### src/rtl/s526_step_controller_if.sv
// Host/debug command channel for the s526 step controller.
// A command transfers on a rising edge where cmd_valid and cmd_ready are both high.
interface s526_step_controller_if #(
  parameter int CNT_W = 16
);
  logic             cmd_valid;
  logic             cmd_ready;
  logic [1:0]       cmd_op;
  logic [CNT_W-1:0] cmd_arg;

  modport master (output cmd_valid, output cmd_op, output cmd_arg, input cmd_ready);
  modport slave  (input cmd_valid, input cmd_op, input cmd_arg, output cmd_ready);
endinterface

### src/rtl/s526_step_controller.sv
// State-register bank and sequencer for the s526 combinational core:
// free-run, counted step and serial scan load/unload of the state vector.
module s526_step_controller #(
  parameter int                 STATE_W     = 21,
  parameter int                 CNT_W       = 16,
  parameter logic [STATE_W-1:0] RESET_STATE = {STATE_W{1'b0}}
) (
  input  logic                  clk,
  input  logic                  rst_n,
  s526_step_controller_if.slave cmd,
  input  logic [STATE_W-1:0]    next_state,
  output logic [STATE_W-1:0]    state_q,
  input  logic                  scan_in,
  output logic                  scan_out,
  output logic                  busy,
  output logic                  done,
  output logic                  err,
  output logic [31:0]           cycle_cnt
);
  localparam int SH_W = $clog2(STATE_W + 1);

  localparam logic [1:0] OP_RUN  = 2'b00;
  localparam logic [1:0] OP_STEP = 2'b01;
  localparam logic [1:0] OP_SCAN = 2'b10;
  localparam logic [1:0] OP_HALT = 2'b11;

  typedef enum logic [1:0] {IDLE = 2'd0, RUN = 2'd1, STEP = 2'd2, SCAN = 2'd3} fsm_t;

  fsm_t             fsm_r, fsm_s;
  logic [CNT_W-1:0] step_cnt_r, step_cnt_s;
  logic [SH_W-1:0]  shift_cnt_r, shift_cnt_s;
  logic [STATE_W-1:0] state_s;
  logic [31:0]      cycle_cnt_s;
  logic             done_s, err_s, accept_s;

  function automatic logic [31:0] sat_inc(input logic [31:0] v);
    if (v == 32'hFFFF_FFFF) return v;
    else                    return v + 32'd1;
  endfunction

  // Ready is decoded straight from the FSM so IDLE/RUN accept without delay.
  always_comb begin
    case (fsm_r)
      IDLE:    cmd.cmd_ready = 1'b1;
      RUN:     cmd.cmd_ready = 1'b1;
      default: cmd.cmd_ready = 1'b0;
    endcase
  end

  assign accept_s = cmd.cmd_valid & cmd.cmd_ready;
  assign scan_out = state_q[0];

  // Next-state and next-output decode for the sequencer.
  always_comb begin
    fsm_s       = fsm_r;
    step_cnt_s  = step_cnt_r;
    shift_cnt_s = shift_cnt_r;
    state_s     = state_q;
    cycle_cnt_s = cycle_cnt;
    done_s      = 1'b0;
    err_s       = 1'b0;
    case (fsm_r)
      IDLE: begin
        if (accept_s) begin
          case (cmd.cmd_op)
            OP_RUN:  fsm_s = RUN;
            OP_STEP: begin
              if (cmd.cmd_arg != {CNT_W{1'b0}}) begin
                fsm_s      = STEP;
                step_cnt_s = cmd.cmd_arg;
              end else begin
                done_s = 1'b1;
              end
            end
            OP_SCAN: begin
              fsm_s       = SCAN;
              shift_cnt_s = SH_W'(STATE_W);
            end
            default: fsm_s = IDLE;
          endcase
        end else begin
          fsm_s = IDLE;
        end
      end
      RUN: begin
        // The edge that takes HALT must not commit; anything else is discarded with err.
        if (accept_s && (cmd.cmd_op == OP_HALT)) begin
          fsm_s = IDLE;
        end else begin
          state_s     = next_state;
          cycle_cnt_s = sat_inc(cycle_cnt);
          err_s       = accept_s;
        end
      end
      STEP: begin
        state_s     = next_state;
        cycle_cnt_s = sat_inc(cycle_cnt);
        step_cnt_s  = step_cnt_r - CNT_W'(1);
        if (step_cnt_r == CNT_W'(1)) begin
          fsm_s  = IDLE;
          done_s = 1'b1;
        end else begin
          fsm_s = STEP;
        end
      end
      SCAN: begin
        state_s     = {scan_in, state_q[STATE_W-1:1]};
        shift_cnt_s = shift_cnt_r - SH_W'(1);
        if (shift_cnt_r == SH_W'(1)) begin
          fsm_s  = IDLE;
          done_s = 1'b1;
        end else begin
          fsm_s = SCAN;
        end
      end
      default: fsm_s = IDLE;
    endcase
  end

  // Register bank; reset abandons any in-flight operation without a done.
  always_ff @(posedge clk) begin
    if (!rst_n) begin
      fsm_r       <= IDLE;
      state_q     <= RESET_STATE;
      step_cnt_r  <= {CNT_W{1'b0}};
      shift_cnt_r <= {SH_W{1'b0}};
      cycle_cnt   <= 32'd0;
      done        <= 1'b0;
      err         <= 1'b0;
      busy        <= 1'b0;
    end else begin
      fsm_r       <= fsm_s;
      state_q     <= state_s;
      step_cnt_r  <= step_cnt_s;
      shift_cnt_r <= shift_cnt_s;
      cycle_cnt   <= cycle_cnt_s;
      done        <= done_s;
      err         <= err_s;
      busy        <= (fsm_s != IDLE);
    end
  end
endmodule

### src/flat_wrapper.sv
// flat-port wrapper written by rule: the top's interface ports become plain ports
module s526_step_controller_flat 
#(
  parameter int                 STATE_W     = 21,
  parameter int                 CNT_W       = 16,
  parameter logic [STATE_W-1:0] RESET_STATE = {STATE_W{1'b0}}
)
  (clk, rst_n, next_state, state_q, scan_in, scan_out, busy, done, err, cycle_cnt, cmd_cmd_valid, cmd_cmd_op, cmd_cmd_arg, cmd_cmd_ready);
  s526_step_controller_if #(.CNT_W(CNT_W)) cmd_i ();
  input  logic clk;
  input  logic rst_n;
  input  logic [STATE_W-1:0] next_state;
  output logic [STATE_W-1:0] state_q;
  input  logic scan_in;
  output logic scan_out;
  output logic busy;
  output logic done;
  output logic err;
  output logic [31:0] cycle_cnt;
  input wire logic [$bits(cmd_i.cmd_valid)-1:0] cmd_cmd_valid;
  input wire logic [$bits(cmd_i.cmd_op)-1:0] cmd_cmd_op;
  input wire logic [$bits(cmd_i.cmd_arg)-1:0] cmd_cmd_arg;
  output wire logic [$bits(cmd_i.cmd_ready)-1:0] cmd_cmd_ready;
  assign cmd_i.cmd_valid = cmd_cmd_valid;
  assign cmd_i.cmd_op = cmd_cmd_op;
  assign cmd_i.cmd_arg = cmd_cmd_arg;
  assign cmd_cmd_ready = cmd_i.cmd_ready;
  s526_step_controller #(.STATE_W(STATE_W), .CNT_W(CNT_W), .RESET_STATE(RESET_STATE)) u_core (.clk(clk), .rst_n(rst_n), .cmd(cmd_i), .next_state(next_state), .state_q(state_q), .scan_in(scan_in), .scan_out(scan_out), .busy(busy), .done(done), .err(err), .cycle_cnt(cycle_cnt));
endmodule
### config.mk
export PLATFORM = sky130hd
export DESIGN_NAME = s526_step_controller_flat
export DESIGN_NICKNAME = d
export VERILOG_FILES = /design/src/rtl/s526_step_controller_if.sv /design/src/rtl/s526_step_controller.sv /design/src/flat_wrapper.sv
export SDC_FILE = /design/constraint.sdc
export NUM_CORES = 1
export LEC_CHECK = 0
export CAP_MARGIN = 20
export CORE_MARGIN = 2
export CORE_UTILIZATION = 35
export CTS_CLUSTER_SIZE = 10
export DETAILED_ROUTE_END_ITERATION = 6
export PLACE_DENSITY = 0.71
export SLEW_MARGIN = 20
export SYNTH_ARGS = -nofsm -noshare
export SYNTH_HDL_FRONTEND = slang
export SYNTH_SLANG_ARGS = --single-unit
### constraint.sdc
create_clock -name clk -period 4.6 [get_ports clk]
set_input_delay 0.92 -clock clk [delete_from_list [all_inputs] [get_ports clk]]
set_output_delay 0.92 -clock clk [all_outputs]
set_load 0.05 [all_outputs]
* Yosys cells after proc, flatten, opt, wreduce, memory -nomap -nowiden
Index checks and enable logic that the tools add are counted.
** Storage, ports and cells
- Output and inout bits :: 58
- Bits of input ports :: 43
- Logic and storage cells :: 69
- Register bits :: 79
** Operators by class
- Reduce and logical (&&, ||, !) cells :: 15
- Muxes and demuxes :: 26
- Equality and inequality tests :: 14
- Add/subtract/negate cells :: 3
- Bitwise gates (word level) :: 3
** Operators by type and width (count)
- two-way mux 32 bit :: 2
- case mux 32 bit (2 select lines) :: 1
- case mux 21 bit (3 select lines) :: 1
- two-way mux 16 bit :: 3
- adder 32 x 1 -> 32 bit (second input constant) :: 1
- == test 32 bit (second input constant) :: 1
- case mux 16 bit (2 select lines) :: 1
- two-way mux 21 bit :: 1
- == test 16 x 1 -> 1 bit (second input constant) :: 1
- nonzero test 16 bit :: 1
- subtractor 16 x 1 -> 16 bit (second input constant) :: 1
- two-way mux 2 bit :: 5
- two-way mux 5 bit :: 2
- case mux 5 bit (2 select lines) :: 1
- == test 2 bit (second input constant) :: 4
- case mux 2 bit (4 select lines) :: 1
- nonzero test 2 bit :: 4
- two-way mux 1 bit :: 6
- inequality test 2 bit (second input constant) :: 3
- case mux 2 bit (3 select lines) :: 1
- == test 5 x 1 -> 1 bit (second input constant) :: 1
- subtractor 5 x 1 -> 5 bit (second input constant) :: 1
- == test 2 x 1 -> 1 bit (second input constant) :: 2
- zero test 2 bit :: 2
- other kinds (11) :: 14

* Depth between registers and ports, before layout
- Depth in word-level cells :: 8
- Gate-level depth with buffers :: 9
- Gate-level depth less buffers :: 7

* Worst setup path after synthesis
OpenSTA, ideal clock, no wires.
- Kind :: reg-to-reg
- From :: register u_core.cycle_cnt[0]
- To :: register u_core.cycle_cnt[28]
- Arrival time :: 2600 ps
- Library setup time :: 70 ps
- Required time :: 4530 ps
- Clock period less this slack :: 2671 ps
- Slack :: 1929 ps
- Path buffers :: 1
- Cell stages (with the launch flop) :: 8
- Path through :: dfxtp_1 ha_1 nand4_2 or3_1 buf_6 or4_4 or3_1 a21oi_1
** On the way
- Longest elaborated chain between the ends :: 4
- Elaborated cells between the ends (all ways) :: 5
- Classes of those cells :: add/sub (1); eq/ne (1); mux (3)
** RTL lines
- start: declaration :: RTL line s526_step_controller.sv:18 : output logic [31:0] cycle_cnt
- start signal: assignment :: RTL line s526_step_controller.sv:136 : cycle_cnt <= cycle_cnt_s;
- adder 32 x 1 -> 32 bit / == test 32 bit (equally long branches) :: RTL line s526_step_controller.sv:38, s526_step_controller.sv:37
- two-way mux 32 bit (*) :: RTL line s526_step_controller.sv:37 : if (v == 32'hFFFF_FFFF) return v;
- two-way mux 32 bit :: RTL line s526_step_controller.sv:87 : if (accept_s && (cmd.cmd_op == OP_HALT)) begin
- case mux 32 bit (2 select lines) (*) :: RTL line s526_step_controller.sv:62 : case (fsm_r)
Every way passes the cells marked *; elsewhere a longest branch is shown, timed or not. The select of a mux whose other input is x is not followed.
A chain may end at the register's enable or synchronous reset.

* Worst setup path in the final report
- From :: register u_core.fsm_r[0]
- To :: output cmd_cmd_ready
** On the way
- Longest elaborated chain between the ends :: 3
- Elaborated cells between the ends (all ways) :: 4
- Classes of those cells :: eq/ne (1); mux (1); reduce/logical (2)
** RTL lines
- start: declaration :: RTL line s526_step_controller.sv:29 : fsm_t fsm_r, fsm_s;
- start signal: assignment :: RTL line s526_step_controller.sv:132 : fsm_r <= fsm_s;
- == test 2 x 1 -> 1 bit / zero test 2 bit (equally long branches)
- OR reduction 2 bit (no source line) (*)
- two-way mux 1 bit (*) :: RTL line s526_step_controller.sv:43 : case (fsm_r)
- end: declaration :: RTL line flat_wrapper.sv:23 : output wire logic [$bits(cmd_i.cmd_ready)-1:0] cmd_cmd_ready;
Every way passes the cells marked *; elsewhere a longest branch is shown, timed or not.

==> results.cfg <==
[global_routing]
grt_pass1_vias = 4053
grt_overflow = 0
grt_pass1_wl_um = 19010
grt_max_degree = 43
antenna_found_initial = 0
grtUsageTotal_pct = 17.77

[floorplanning]
rows = 40
die_h_um = 114.5
dieArea_um2 = 13110
initial_core_util_pct = 35.73
die_width_um = 114.5
ioPinCount = 101
core_um2 = 11960

[sta]
worstMarginPinSlew_ps = 919.5
drv_slew = 0
rsz0062_at_grt = false
period_share_pct = 66.97
setup_viol_count_final = 0
skew_ps = 5.861
setup_slack_ps = 1519
setup_tns_ps = 0
fin_crit_ps = 3081
timing.fmax_mhz = 324.6
maxSlewHeadroom_pct = 38.70
hold_viol = 0
hold_slack_ps = 471.2

[placed_design]
dp_hpwl_um = 8087
place_ws_ps = 1539
io_buffer_count = 100
dp_cells = 733
gp_congestion = 0.8715

[cts]
hold_buffers = 0
cts_setup_buffers = 0
cts.clk_slew.worst_paths_ps = 60
cts_tree = built
h-tree-depth = 3
cts_root_buf = clkbuf_16
worstSkewPairLatency_ps = 330
cts_made_buffers = 9
clockBufferDepth = 2
ctsResizeCount = 0
clock_sinks = 79

[worst_setup_path]
crit_path_start_kind = flip-flop
cp.arrival_ps = 2160
endpoint_kind = primary output
worstPathRequired_ps = 3680
reg2reg_depth = 5
r2r_slack_ps = 1760
crit_slowest_cell = clkdlybuf4s50_1
critical_path_class = reg -> out
timing.rr.end = u_core.step_cnt_r[3]
worst-path-max-fanout = 8
cp_cell_sequence = inv_1, ha_1, or2_2, clkdlybuf4s50_1
rr_startpoint = u_core.fsm_r[0]
cpPeakStageDelay_ps = 720
cp-startpoint = u_core.fsm_r[0]

[outcome]
outcome = complete, no violations

[min_path]
hold_path.startpoint = u_core.step_cnt_r[15]
worstHoldEndpoint = u_core.step_cnt_r[15]
whs_path_depth = 2
worstHoldPathType = reg -> reg

[drt]
ant_nets = 0
drc = 0
wl_per_cell_um = 15.39
viasPerCell = 5.709
drt_first_pass_iters = 5
via_count = 4276
wl_um = 11530
drt-initial-drc-count = 304

[synth]
syn_nets = 571
ys.flop_type = dfxtp_1
yosys_warnings = 0
syn_area_um2 = 4274
syn_area_per_cell_um2 = 8.251
syn_inst = 518
synth_seq_area_share_pct = 37.00
synth_edf_count = 0
yosys.cell_types.count = 54
synth.ff_latch_count = 79
synth_async_sr_flop_share_pct = 0

[pwr]
p_leak_uw = 0.001863
vdd_drop_max_mv = 0.1929
power.density_nw_per_um2 = 329.6
p_total_uw = 1862

[layout]
final_cells = 749
drive_above_1_share_pct = 6.312
nNetsFinal = 650
insertedDiodeCount = 0
syn_to_final_growth_pct = 32.17

[job]
drv_cap = 0
## synth_stat cells, drive strengths merged, types with 2 or more instances
| cell | number | area [um2] |
|---|---|---|
| dfxtp | 79 | 1582 |
| buf | 6 | 41.29 |
| or2 | 4 | 25.02 |
| clkbuf | 31 | 116.4 |
| nor3 | 8 | 40.04 |
| nand4b | 2 | 17.52 |
| or4 | 14 | 120.1 |
| inv | 16 | 60.05 |
| and2 | 5 | 31.28 |
| nand3 | 17 | 85.08 |
| ha | 10 | 125.1 |
| nor4 | 14 | 87.58 |
| or3 | 18 | 117.6 |
| a221o | 3 | 30.03 |
| nand3b | 2 | 15.01 |
| o21ai | 21 | 105.1 |
| o32ai | 9 | 78.83 |
| nand2b | 5 | 31.28 |
| mux2i | 26 | 260.3 |
| a211oi | 22 | 165.2 |
| nor2b | 2 | 12.51 |
| nand4 | 10 | 75.07 |
| nand2 | 43 | 161.4 |
| o21a | 4 | 30.03 |
| a2bb2oi | 3 | 26.28 |
| nor3b | 2 | 15.01 |
| o22ai | 3 | 18.77 |
| and3 | 4 | 25.02 |
| nor2 | 46 | 172.7 |
| xnor2 | 4 | 35.03 |
| and4 | 4 | 35.03 |
| o31ai | 13 | 111.4 |
| a21oi | 46 | 230.2 |
| a22oi | 6 | 45.04 |
| o31a | 5 | 43.79 |
## registers in the layout, indices dropped and copies added, names as in the netlist
name                cells
u_core.err              1
u_core.state_q         21
u_core.step_cnt_r      16
u_core.shift_cnt_r      5
u_core.fsm_r            2
u_core.busy             1
u_core.cycle_cnt       32
u_core.done             1
## cell usage in the layout, fill, tap and decap left out, types with 5 or more instances in the layout
| cell type | count |
|---|---|
| nor4_1 | 14 |
| nand2_1 | 43 |
| a21oi_1 | 46 |
| o32ai_1 | 9 |
| ha_1 | 10 |
| o31a_1 | 5 |
| nand2b_1 | 5 |
| nor3_1 | 8 |
| nand3_1 | 17 |
| a22oi_1 | 6 |
| o21ai_0 | 20 |
| clkbuf_16 | 9 |
| inv_1 | 15 |
| dfxtp_1 | 79 |
| mux2i_1 | 26 |
| nor2_1 | 46 |
| or3_1 | 17 |
| buf_4 | 5 |
| a211oi_1 | 22 |
| nand4_1 | 8 |
| clkdlybuf4s50_1 | 100 |
| o31ai_1 | 12 |
| or4_1 | 8 |
| and2_1 | 5 |
## per-layer routing
layer  vias to the layer above  wire, um  global-route usage (%)
li1                       2085         -                       -
met1                      2011      5107                   21.38
met2                       162      5404                   28.99
met3                        18       815                   6.035
met4                         0       201                   7.317
met5                         -         0                       0
## final cells by class
type	instances	area, um2
clock buffer	13	270.3
clock inverter	3	40.04
fill	1153	6312
inverter	16	60.06
multi-input combinational	386	2475
sequential	79	1582
tap	147	183.9
timing repair buffer	105	1039
## per-stage QoR
stage                     cell area [um2]  util [%]
after global routing                 5649     47.23
after CTS                            5649     47.23
after global placement               5339     44.63
final                                5649     47.23
after floorplan                      4274         -
after detailed placement             5339     44.63
## worst max-delay path, delay by kind of cell, from the launching register on
kind | cells | cell delay, ps
adder cells (fa/ha/maj) | 1 | 280
AND/OR/NAND/NOR | 1 | 330
buffers and inverters | 2 | 810
flip-flops | 1 | 410
## worst max path at each step
| stage | to | slack, ps | cells after the start |
|---|---|---|---|
| floorplan | u_core.cycle_cnt[28] | 1930 | 7 |
| global placement | u_core.cycle_cnt[26] | 1610 | 6 |
| detailed placement | u_core.step_cnt_r[3] | 1540 | 7 |
| CTS | cmd_cmd_ready | 1500 | 4 |
| global route | cmd_cmd_ready | 1390 | 4 |
| finish | cmd_cmd_ready | 1520 | 4 |
## report_power, final
group | internal (uW) | switching (uW)
sequential | 717 | 30.3
clock | 463 | 276
combinational | 147 | 228
## logic make-up after synthesis
group | Yosys count | synth area share, %
AND/OR/NAND/NOR | 202 | 25.41
AO/OA/AOI/OAI | 143 | 22.45
flip-flops | 79 | 37.00
buffers and inverters | 53 | 5.093
multiplexers | 26 | 6.089
adder cells (fa/ha/maj) | 10 | 2.927
XOR/XNOR | 5 | 1.025
No activity file was read; power rests on OpenSTA's default activity.
